<file path="src/rtl/seletor_minigame_pkg.sv">
// rtl/seletor_minigame_pkg.sv - shared menu state codes, mux select and game indices
package seletor_minigame_pkg;

   typedef enum logic [3:0] {
      ESTADO_INICIAL  = 4'h0,
      ESTADO_MENU     = 4'h1,
      ESTADO_CONFIRMA = 4'h2,
      ESTADO_JOGANDO  = 4'h3,
      ESTADO_FIM      = 4'h4
   } estado_t;

   localparam logic [1:0] MINIGAME_MENU = 2'b11;
   localparam logic [1:0] JOGO_0        = 2'd0;
   localparam logic [1:0] JOGO_1        = 2'd1;
   localparam logic [1:0] JOGO_2        = 2'd2;

endpackage

</file>
<file path="src/rtl/seletor_minigame_detector_borda.sv">
// rtl/seletor_minigame_detector_borda.sv - single-bit rising-edge detector
module detector_borda (
   input  logic clk_i,
   input  logic rst_ni,
   input  logic nivel_i,
   output logic pulso_o
);

   logic anterior_q;

   always_ff @(posedge clk_i or negedge rst_ni) begin
      if (!rst_ni) anterior_q <= 1'b0;
      else         anterior_q <= nivel_i;
   end

   assign pulso_o = nivel_i & ~anterior_q;

endmodule

</file>
<file path="src/rtl/seletor_minigame.sv">
// rtl/seletor_minigame.sv - minigame menu/selection controller; AUTO_RETURN_EN adds FIM timeout
module seletor_minigame
   import seletor_minigame_pkg::*;
#(
   parameter int N_JOGOS       = 3,
   parameter int TEMPO_FIM     = 5000,
   parameter int LARGURA_TEMPO = 13
) (
   input  logic       clock,
   input  logic       reset,
   input  logic       botao_proximo,
   input  logic       botao_anterior,
   input  logic       botao_confirma,
   input  logic       botao_voltar,
   input  logic       pronto,
   output logic [1:0] minigame,
   output logic [3:0] estado_inicial,
   output logic [1:0] cursor,
   output logic       iniciar_jogo,
   output logic       reset_jogos
);

   if (N_JOGOS < 1 || N_JOGOS > 3 || TEMPO_FIM < 1 || (TEMPO_FIM >> LARGURA_TEMPO) != 0) begin : g_param_invalido
      $error("seletor_minigame: invalid N_JOGOS/TEMPO_FIM/LARGURA_TEMPO");
   end

   estado_t    estado_q, estado_d;
   logic [1:0] cursor_q, cursor_d;
   logic [1:0] minigame_q, minigame_d;
   logic       iniciar_q, iniciar_d;
   logic       reset_jogos_q, reset_jogos_d;
   logic       p_prox, p_ant, p_conf, p_volt;
   logic       s_prox, s_ant, s_conf, s_volt;
   logic       em_jogo;
   logic       fim_timeout;

   detector_borda u_borda_prox (.clk_i(clock), .rst_ni(reset), .nivel_i(botao_proximo),  .pulso_o(p_prox));
   detector_borda u_borda_ant  (.clk_i(clock), .rst_ni(reset), .nivel_i(botao_anterior), .pulso_o(p_ant));
   detector_borda u_borda_conf (.clk_i(clock), .rst_ni(reset), .nivel_i(botao_confirma), .pulso_o(p_conf));
   detector_borda u_borda_volt (.clk_i(clock), .rst_ni(reset), .nivel_i(botao_voltar),   .pulso_o(p_volt));

   // Only the highest-priority pulse of a cycle survives.
   assign s_volt = p_volt;
   assign s_conf = p_conf & ~p_volt;
   assign s_prox = p_prox & ~p_volt & ~p_conf;
   assign s_ant  = p_ant  & ~p_volt & ~p_conf & ~p_prox;

`ifdef AUTO_RETURN_EN
   logic [LARGURA_TEMPO-1:0] timer_q, timer_d;
   assign fim_timeout = (timer_q == LARGURA_TEMPO'(TEMPO_FIM - 1));
`else
   assign fim_timeout = 1'b0;
`endif

   always_comb begin
      estado_d  = estado_q;
      cursor_d  = cursor_q;
      iniciar_d = 1'b0;
`ifdef AUTO_RETURN_EN
      timer_d   = timer_q;
`endif
      case (estado_q)
         ESTADO_INICIAL: begin
            if (s_prox || s_ant || s_conf) estado_d = ESTADO_MENU;
         end
         ESTADO_MENU: begin
            if (s_volt) begin
               estado_d = ESTADO_INICIAL;
               cursor_d = JOGO_0;
            end else if (s_conf) begin
               estado_d = ESTADO_CONFIRMA;
            end else if (s_prox) begin
               cursor_d = (cursor_q >= 2'(N_JOGOS - 1)) ? JOGO_0 : cursor_q + 2'd1;
            end else if (s_ant) begin
               cursor_d = (cursor_q == JOGO_0 || cursor_q > 2'(N_JOGOS - 1)) ?
                          2'(N_JOGOS - 1) : cursor_q - 2'd1;
            end
         end
         ESTADO_CONFIRMA: begin
            if (s_volt) begin
               estado_d = ESTADO_MENU;
            end else if (s_conf) begin
               estado_d  = ESTADO_JOGANDO;
               iniciar_d = 1'b1;
            end
         end
         ESTADO_JOGANDO: begin
            if (s_volt) begin
               estado_d = ESTADO_MENU;
            end else if (pronto) begin
               estado_d = ESTADO_FIM;
`ifdef AUTO_RETURN_EN
               timer_d  = '0;
`endif
            end
         end
         ESTADO_FIM: begin
            if (s_volt || s_conf || fim_timeout) begin
               estado_d = ESTADO_MENU;
            end else begin
`ifdef AUTO_RETURN_EN
               timer_d = timer_q + LARGURA_TEMPO'(1);
`endif
            end
         end
         default: begin
            estado_d = ESTADO_INICIAL;
            cursor_d = JOGO_0;
         end
      endcase

      // The mux follows the game through FIM so the final score stays visible.
      em_jogo       = (estado_d == ESTADO_JOGANDO) || (estado_d == ESTADO_FIM);
      minigame_d    = em_jogo ? cursor_d : MINIGAME_MENU;
      reset_jogos_d = ~em_jogo;
   end

   always_ff @(posedge clock or negedge reset) begin
      if (!reset) begin
         estado_q      <= ESTADO_INICIAL;
         cursor_q      <= JOGO_0;
         minigame_q    <= MINIGAME_MENU;
         iniciar_q     <= 1'b0;
         reset_jogos_q <= 1'b1;
`ifdef AUTO_RETURN_EN
         timer_q       <= '0;
`endif
      end else begin
         estado_q      <= estado_d;
         cursor_q      <= cursor_d;
         minigame_q    <= minigame_d;
         iniciar_q     <= iniciar_d;
         reset_jogos_q <= reset_jogos_d;
`ifdef AUTO_RETURN_EN
         timer_q       <= timer_d;
`endif
      end
   end

   assign estado_inicial = estado_q;
   assign cursor         = cursor_q;
   assign minigame       = minigame_q;
   assign iniciar_jogo   = iniciar_q;
   assign reset_jogos    = reset_jogos_q;

endmodule

</file>
<file path="config.mk">
export PLATFORM = sky130hd
export DESIGN_NAME = seletor_minigame
export DESIGN_NICKNAME = d
export VERILOG_FILES = /design/src/rtl/seletor_minigame_pkg.sv /design/src/rtl/seletor_minigame_detector_borda.sv /design/src/rtl/seletor_minigame.sv
export SDC_FILE = /design/constraint.sdc
export NUM_CORES = 1
export LEC_CHECK = 0
export ABC_CLOCK_PERIOD_IN_PS = 2600
export CAP_MARGIN = 20
export CORE_MARGIN = 4
export CORE_UTILIZATION = 51
export CTS_CLUSTER_SIZE = 12
export DETAILED_ROUTE_END_ITERATION = 6
export GPL_ROUTABILITY_DRIVEN = 1
export MAX_ROUTING_LAYER = met4
export PLACE_DENSITY_LB_ADDON = 0.1
export REMOVE_ABC_BUFFERS = 1
export SETUP_SLACK_MARGIN = 0.15
export SYNTH_ARGS = -nofsm -noshare
export SYNTH_HDL_FRONTEND = slang
export SYNTH_SLANG_ARGS = --single-unit
</file>
<file path="constraint.sdc">
create_clock -name clock -period 2.6 [get_ports clock]
set_clock_uncertainty 0.15 [all_clocks]
set_input_delay 0.26 -clock clock [delete_from_list [all_inputs] [get_ports clock]]
set_output_delay 0.26 -clock clock [all_outputs]
set_load 0.01 [all_outputs]
</file>
==> summary.txt <==
Clocking
  • Skew-Pair Late Insertion Delay: 0.28 ns
  • Htree depth: 1
  • Clock root cell: clkbuf_4
  • Worst-path clk slew: 0.08 ns
  • Hold_buf cts: 0
  • CTS Sinks: 14
  • CTS max path bufs: 2
  • CTS Buf Count: 3
  • Post-cts resize count: 0
  • Post-CTS Setup Inserts: 0
  • CTS tree: built

Layout
  • Nets@finish: 100
  • Filler cells: 101
  • Antenna fix cells: 0
  • Layout area overhead: 27.2%
  • Share of cells above drive strength 1: ~12%

Power and ir drop
  • PD cells: 500 nW/um2
  • Leakage: ~0.00038 uW
  • Maximum VDD drop: ~0.32 mV

Yosys
  • Post-synth top cells: dfrtp_1, inv_1, nand2b_1
  • Yosys top cell by area: dfrtp_1
  • Post-synth EDFFs: 0
  • Sequential-to-total area share from yosys stat: 48.8%
  • Mapped cell area: 726 um2
  • Unique masters post-synth: 33
  • Share of the synthesized area in the top cell type: approximately 38%
  • Cells after Synth: 70
  • Synth async-reset ratio: 100%
  • Top-count cell post-synth: dfrtp_1
  • Synthesis Warnings: 0
  • Syn avg cell area: 10.4 um2
  • Synth area leaders: dfrtp_1, dfstp_2, ha_1
  • FF+latch count, synth: 14
  • Post-synth top flop: dfrtp_1

STA
  • RSZ-0062 raised after global routing: no
  • Final period util: about 76%
  • Fmax achieved: 0.508 GHz
  • Slew @ Worst Pin: 0.616 ns
  • Final min period: 1.97 ns
  • Worst Hold Slack: 0.205 ns
  • Endpoints failing hold: 0
  • Slew headroom: 58.8%
  • Setup-failing EPs final: 0
  • Max Slew Vio Count: 0
  • Setup TNS: 0 ns

Placed design
  • PortBufs: 16
  • Gpl congestion: 0.849
  • Hpwl dp: 1070 um

Worst setup path
  • WS Path Type: primary input to flip-flop
  • Crit path launch type: primary input
  • Crit path required time: 2.66 ns
  • Max Fanout on Critical Path: 8
  • Critical path arrival: 2.02 ns
  • CP Capture Type: flip-flop

Detailed routing
  • WL/cell: between 10 and 15 um
  • Routed wire length: about 1500 um
  • Via count: 609
  • DR pass1 iterations: 4
  • DRC violations left: 0
  • Remaining antenna violation count: 0
  • Via-to-Cell Ratio: between 5 and 6
  • DRT iter0 DRCs: 17

Global routing
  • Largest net degree at the start of global routing: 15
  • Vias in the first global route: a little under 600
  • GR Overflow Total: 0
  • Initial antenna violation count: 0
  • GRT Total Usage: 17.6%
  • First-pass GRT wire length: 2480 um

Flow run
  • Max Cap Viol: 0

Floorplanning
  • Die span in x: 45.7 um
  • Core footprint: 1320 um2
  • Die Ht: 45.7 um
  • Standard-cell rows: 13
  • Die Area: 2090 um2
  • Top-Level Pins: 17
  • Initial Util: 55.1%

Run status
  • Status: finished clean

Hold path
  • Hold crit path type: primary input to async pin
-- final cells by class --
cell class              instances  area (um2)  area share (%)
flip-flops and latches         14         354            38.3
well taps                      15        18.8            2.03
inverters                       5        18.8            2.03
clock buffers                   4        26.3            2.85
multi-input cells              50         345            37.4
repair buffers                 16         160            17.3
-- routing by layer --
| metal | part of all wire, % | vias up | global-route usage (%) |
|---|---|---|---|
| li1 | - | 290 | - |
| met1 | 43 | 290 | 19.6 |
| met2 | 46 | 25 | 27.9 |
| met3 | 7.4 | 4 | 3.56 |
| met4 | 3.3 | 0 | 12.5 |
| met5 | 0 | - | - |
-- critical path: stages --
cell and delay [ns]:
clkdlybuf4s50_1 0.48, nor2b_1 0.45, nor2_1 0.11, o31a_1 0.32, a31oi_2 0.27, o211ai_2 0.13
-- cells by family after synthesis --
family	after synthesis	share of synthesized area [%]
compound gates	22	22.6
fa+ha+maj	3	5.17
buf+inv	6	3.62
flops	14	48.8
other cells	1	0.517
simple gates	24	19.3
-- sequential cells by signal, summed over array words and instances (netlist names) --
signal                   flops
minigame                     2
iniciar_jogo                 1
u_borda_ant.anterior_q       1
estado_inicial               4
cursor                       2
u_borda_volt.anterior_q      1
reset_jogos                  1
u_borda_conf.anterior_q      1
u_borda_prox.anterior_q      1
-- placed cells by master, fill, tap and decap left out, types with 3 or more instances in the layout --
cell             count
clkdlybuf4s50_1     16
dfrtp_1             11
inv_1                5
nand2b_1             5
nor2_1               4
a21oi_1              4
nor3_1               4
o21ai_0              3
ha_1                 3
clkbuf_4             3
dfstp_2              3
-- where the power goes --
part / leakage [uW] / internal [uW] / total, uW / switching [uW]
logic: 0.000194 / 43.0 / 87.7 / 44.8
registers: 0.000172 / 229 / 242 / 13.8
clock network: 0.0000150 / 59.6 / 132 / 72.2
total: 0.000380 / 331 / 462 / 131
-- final timing paths --
path / start / endpoint / slack (ns) / cells past startpoint
max: botao_voltar / minigame[0] / 0.63 / 6
min: reset / cursor[0] / 0.20 / 1
max reg2reg: u_borda_volt.anterior_q / minigame[0] / 0.73 / 5
min reg2reg: estado_inicial[0] / iniciar_jogo / 0.50 / 1
max in group asynchronous: reset / iniciar_jogo / 1.70 / 1
min in group clock: botao_proximo / u_borda_prox.anterior_q / 0.29 / 1
-- stage by stage --
stage	setup slack [ns]	util [%]	cell area [um2]	instances	total power, uW
floorplan	0.943	-	718	69	293
global placement	0.442	68.1	897	100	332
detailed placement	0.356	68.1	897	100	332
CTS	0.655	70.1	923	104	465
global route	0.445	70.1	923	104	483
finish	0.633	70.1	923	104	462
No activity file was read; power rests on OpenSTA's default activity.
